[src/rtl/ls_mem_arbiter.sv]
// ls_mem_arbiter: two-requester round-robin arbiter and sequencer for the
// 8x8 load/store data memory. Requester 0 is the load/store unit and
// requester 1 is the host/debug port. Accesses are serialised one at a
// time as IDLE -> ACCESS -> DONE. Every output comes straight from a flop.
module ls_mem_arbiter #(
  parameter int ADDR_W = 3,
  parameter int DATA_W = 8
) (
  input  logic              clk,
  input  logic              clr,
  input  logic              req0,
  input  logic              req1,
  input  logic              we0,
  input  logic              we1,
  input  logic [ADDR_W-1:0] addr0,
  input  logic [ADDR_W-1:0] addr1,
  input  logic [DATA_W-1:0] wdata0,
  input  logic [DATA_W-1:0] wdata1,
  output logic              done0,
  output logic              done1,
  output logic [DATA_W-1:0] rdata,
  output logic              busy,
  output logic              mem_en,
  output logic              mem_rd_en,
  output logic              mem_wr_en,
  output logic [ADDR_W-1:0] mem_addr,
  output logic [DATA_W-1:0] mem_wdata,
  input  logic [DATA_W-1:0] mem_rdata
);

  typedef enum logic [1:0] {
    IDLE   = 2'd0,
    ACCESS = 2'd1,
    DONE   = 2'd2
  } state_t;

  state_t state_reg, state_next;

  // last_grant_reg remembers the most recent winner so a tie goes to the other side.
  logic last_grant_reg, last_grant_next;
  logic sel_reg, sel_next;
  logic win;

  logic              busy_reg, busy_next;
  logic              mem_en_reg, mem_en_next;
  logic              mem_rd_en_reg, mem_rd_en_next;
  logic              mem_wr_en_reg, mem_wr_en_next;
  logic [ADDR_W-1:0] mem_addr_reg, mem_addr_next;
  logic [DATA_W-1:0] mem_wdata_reg, mem_wdata_next;
  logic [DATA_W-1:0] rdata_reg, rdata_next;
  logic [1:0]        done_reg, done_next;

  // Requester inputs gathered into arrays so the winner can be picked by index.
  logic [1:0]        req_vec;
  logic [1:0]        we_vec;
  logic [ADDR_W-1:0] addr_vec  [2];
  logic [DATA_W-1:0] wdata_vec [2];

  assign req_vec      = {req1, req0};
  assign we_vec       = {we1, we0};
  assign addr_vec[0]  = addr0;
  assign addr_vec[1]  = addr1;
  assign wdata_vec[0] = wdata0;
  assign wdata_vec[1] = wdata1;

  // The served requester gets its done pulse in the cycle after ACCESS.
  generate
    for (genvar gi = 0; gi < 2; gi++) begin : g_done
      assign done_next[gi] = (state_reg == ACCESS) && (int'(sel_reg) == gi);
    end
  endgenerate

  // Next-state, grant selection and next output values.
  always_comb begin
    state_next      = state_reg;
    last_grant_next = last_grant_reg;
    sel_next        = sel_reg;
    win             = 1'b0;
    busy_next       = 1'b0;
    mem_en_next     = 1'b0;
    mem_rd_en_next  = 1'b0;
    mem_wr_en_next  = 1'b0;
    mem_addr_next   = '0;
    mem_wdata_next  = '0;
    rdata_next      = rdata_reg;

    case (state_reg)
      IDLE: begin
        if (|req_vec) begin
          // A tie goes to whoever did not win last; otherwise the lone requester.
          if (req_vec == 2'b11) begin
            win = ~last_grant_reg;
          end else begin
            win = req_vec[1];
          end
          sel_next        = win;
          last_grant_next = win;
          busy_next       = 1'b1;
          mem_en_next     = 1'b1;
          mem_wr_en_next  = we_vec[win];
          mem_rd_en_next  = ~we_vec[win];
          mem_addr_next   = addr_vec[win];
          mem_wdata_next  = wdata_vec[win];
          state_next      = ACCESS;
        end
      end
      ACCESS: begin
        // Strobes fall at this edge; a load samples the memory as they do.
        busy_next  = 1'b1;
        state_next = DONE;
        if (mem_rd_en_reg) begin
          rdata_next = mem_rdata;
        end
      end
      DONE: begin
        state_next = IDLE;
      end
      default: begin
        state_next = IDLE;
      end
    endcase
  end

  // State and arbitration registers.
  always_ff @(posedge clk or negedge clr) begin
    if (!clr) begin
      state_reg      <= IDLE;
      last_grant_reg <= 1'b1;
      sel_reg        <= 1'b0;
    end else begin
      state_reg      <= state_next;
      last_grant_reg <= last_grant_next;
      sel_reg        <= sel_next;
    end
  end

  // Output registers; reset drops every strobe and pulse at once.
  always_ff @(posedge clk or negedge clr) begin
    if (!clr) begin
      busy_reg      <= 1'b0;
      mem_en_reg    <= 1'b0;
      mem_rd_en_reg <= 1'b0;
      mem_wr_en_reg <= 1'b0;
      mem_addr_reg  <= '0;
      mem_wdata_reg <= '0;
      rdata_reg     <= '0;
      done_reg      <= 2'b00;
    end else begin
      busy_reg      <= busy_next;
      mem_en_reg    <= mem_en_next;
      mem_rd_en_reg <= mem_rd_en_next;
      mem_wr_en_reg <= mem_wr_en_next;
      mem_addr_reg  <= mem_addr_next;
      mem_wdata_reg <= mem_wdata_next;
      rdata_reg     <= rdata_next;
      done_reg      <= done_next;
    end
  end

  assign busy      = busy_reg;
  assign mem_en    = mem_en_reg;
  assign mem_rd_en = mem_rd_en_reg;
  assign mem_wr_en = mem_wr_en_reg;
  assign mem_addr  = mem_addr_reg;
  assign mem_wdata = mem_wdata_reg;
  assign rdata     = rdata_reg;
  assign done0     = done_reg[0];
  assign done1     = done_reg[1];

endmodule
[config.mk]
export PLATFORM = sky130hd
export DESIGN_NAME = ls_mem_arbiter
export DESIGN_NICKNAME = d
export VERILOG_FILES = /design/src/rtl/ls_mem_arbiter.sv
export SDC_FILE = /design/constraint.sdc
export NUM_CORES = 1
export LEC_CHECK = 0
export ABC_AREA = 1
export CAP_MARGIN = 20
export CORE_ASPECT_RATIO = 0.7
export CORE_MARGIN = 1
export CORE_UTILIZATION = 60
export DETAILED_ROUTE_END_ITERATION = 6
export DONT_BUFFER_PORTS = 1
export PLACE_DENSITY = 0.76
export SLEW_MARGIN = 30
export SYNTH_ARGS = -nofsm -noshare
export SYNTH_HDL_FRONTEND = slang
export SYNTH_SLANG_ARGS = --single-unit
[constraint.sdc]
create_clock -name clk -period 3.4 [get_ports clk]
set_input_delay 0.17 -clock clk [delete_from_list [all_inputs] [get_ports clk]]
set_output_delay 0.17 -clock clk [all_outputs]
set_load 0.02 [all_outputs]
==> key figures <==
STA
  – Max-slew headroom at the worst pin: 0.7228
  – Clk_skew: 10.25 ps
  – Setup TNS: 0 ps
  – Slew Viols, Final: 0
  – RSZ-0062 raised after global routing: no
  – Slew @ Worst Pin: 414.3 ps
  – Final hold vios: 0
  – Final setup vio count: 0
  – F_max: 772.6 MHz
  – Final Critical Period: 1294 ps
  – Fin crit share: 0.3807

Drt
  – Routed vias: 1036
  – ANT nets after route: 0
  – Overall routed net length: 2760 µm
  – Avg Vias per Cell: 5.259
  – WL/cell: 14.01 µm
  – Violation count after the first detailed-routing iteration: 65
  – 1st-pass router iterations: 4
  – # DRC: 0

Critical path
  – Worst EP arrival: 1520 ps
  – Worst endpoint required time: 3630 ps
  – Critical path fanouts, max: 3
  – Capturing point of the worst reg2reg path: mem_rd_en$_DFF_PN0_
  – CP startpoint kind: primary input
  – Worst reg2reg path startpoint: last_grant_reg$_DFFE_PN1P_
  – Reg2reg setup slack: 2110 ps
  – Worst Path Class, Setup: primary input to flop
  – Crit. End Element: flop
  – Reg2Reg Depth: 5

Finish
  – Final Core Density: 0.8041
  – Share of layout cells above drive strength 1: 0.1029
  – Final layout net count: 210
  – Fillers: 123
  – N_diodes: 0
  – FF/Latch Area: 726.9 µm²
  – Post-route design area: 1530 µm²
  – Post-Layout Cell Count: 197
  – Multi-input gate area: 409.1 µm²
  – Area Overhead vs Synth: 22.42%

Global routing
  – First-pass GRT wire length: 4002 µm
  – Initial antenna violation count: 0
  – Gr ovfl total: 0
  – Largest net degree at the start of global routing: 30
  – Aggregate global-route resource usage: 0.2606
  – Vias in the first global route: 842

Outcome
  – Outcome: finished clean

Min path
  – Worst hold path type: primary input to flop
  – Hold Path Cell Cnt: 2
  – HP Start: req1
  – WHS Endpoint: mem_wdata[5]$_DFF_PN0_

Clocking
  – CTS Buffer Depth: 2
  – CTS Buf Count: 5
  – Clock latency on the worst-skew pair: 330 ps
  – # Post-CTS Setup Buffers: 0
  – CTS H-Tree Depth: 2
  – Worst-path clk slew: 90 ps
  – Sink Count: 29
  – Root buffer cell: clkbuf_4
  – CTS tree: done

Place
  – IO Port Bufs: 0
  – GP Congestion: 0.7336
  – Placed Cells: 166
  – Area after DPL: 1239 µm²
  – Hpwl dp: 1528 µm

Synth
  – Number of synthesized register bits: 29
  – Cell with the most instances after synthesis: nand2_1
  – Syn_nets: 186
  – Async set-reset flop share out of synthesis: 1.000
  – Area contributors post-synth: dfrtp_1, nand2_1, nand3_1, inv_1, nor2_1
  – Synth cell count leaders: nand2_1, dfrtp_1, inv_1, nor2_1, nand3_1
  – Synth top area share: 0.5606
  – Warnings, synthesis: 0
  – Yosys top cell by area: dfrtp_1
  – Distinct cell type count after synthesis: 16
  – EDFF count, synth: 0
  – Sequential area share after synthesis: 0.5816
  – Top_reg_cell synth: dfrtp_1
  – Syn avg cell area: 8.333 µm²
  – Post-Syn Area: 1250 µm²
  – Post-Syn Instances: 150

Power
  – Power Dens Cells: 787.0 nW/µm²
  – Reg power frac: 0.608
  – Cell Int Power: 669.8 µW
  – Net Sw Power: 534.5 µW
  – Power Total: 1.204 mW
  – Static leakage: 0.8162 nW
  – Net Sw Frac: 0.4438
  – Comb power frac: 0.232
  – Max rail drop VDD: 0.6462 mV
  – Clk pwr share: 0.160

Floorplanning
  – I/O pins: 61
  – Initial Util: 0.6568
  – CORE AREA: 1903 µm²
  – Die Span X: 56.56 µm
  – Die Ht: 40.19 µm
  – Die ar.: 2273 µm²
  – Row count: 13

Flow run
  – Max-cap violations: 0
## how the worst max path moves through the flow
stage,from,endpoint,slack (ps),cells after the start
2_1_floorplan,last_grant_reg$_DFFE_PN1P_,mem_wdata[4]$_DFF_PN0_,2320,4
6_report,req0,state_reg[0]$_DFFE_PN0P_,2110,4
5_1_grt,last_grant_reg$_DFFE_PN1P_,mem_rd_en$_DFF_PN0_,2000,5
3_3_place_gp,last_grant_reg$_DFFE_PN1P_,mem_rd_en$_DFF_PN0_,2170,5
3_5_place_dp,last_grant_reg$_DFFE_PN1P_,mem_rd_en$_DFF_PN0_,2130,5
4_1_cts,last_grant_reg$_DFFE_PN1P_,mem_rd_en$_DFF_PN0_,2120,5
## layout by cell type, fill, tap and decap left out
master and count:
a21oi_1 11, buf_12 1, clkbuf_1 1, clkbuf_4 5
clkinv_1 1, clkinv_2 2, dfrtp_1 28, dfstp_2 1
dlygate4sd3_1 22, inv_1 16, inv_2 3, nand2_1 47
nand2_2 2, nand3_1 13, nor2_1 16, nor2_2 3
nor2_4 1, o21ai_1 2
## layout make-up
class,count,share of cell area
well taps,22,0.01799
clock buffers,6,0.02698
clock inverters,2,0.006541
flip-flops and latches,29,0.4751
multi-input cells,95,0.2674
repair buffers,23,0.1570
inverters,20,0.04906
## power by group through the flow
stage / logic, mW / registers [mW] / clock network (mW)
finish: 0.279 / 0.732 / 0.193
global route: 0.324 / 0.747 / 0.215
CTS: 0.273 / 0.727 / 0.199
detailed placement: 0.243 / 0.734 / 0
global placement: 0.232 / 0.733 / 0
floorplan: 0.225 / 0.716 / 0
## per-stage QoR
stage	setup WS [ps]	hold slack, ps
2_1_floorplan	2322	-125.6
3_5_place_dp	2129	-125.0
5_1_grt	2005	4.456
4_1_cts	2116	0.6195
6_report	2106	6.256
3_3_place_gp	2170	-125.0
## kinds of logic after synthesis
logic type | count (synthesis) | synth area share
simple gates | 82 | 0.2753
flops | 29 | 0.5816
buf+inv | 26 | 0.09109
compound gates | 13 | 0.05205
## critical path: stages
cell           delay [ps]
dlygate4sd3_1         560
nor2_2                160
dlygate4sd3_1         580
nor2_1                 50
## timing repair
action,CTS,global route
hold buffers,23,0
hold endpoints to repair,49,0
resized for setup,0,0
endpoints found under the setup margin,0,0
## per-layer routing
| layer | global-route usage | vias to the layer above | share of wire |
|---|---|---|---|
| met5 | 0 | - | 0 |
| met4 | 0.1524 | 0 | 0.012 |
| met3 | 0.1194 | 4 | 0.095 |
| met2 | 0.4176 | 59 | 0.47 |
| met1 | 0.2998 | 469 | 0.42 |
| li1 | - | 504 | - |
Note: power is estimated with default switching activity, not from simulation.
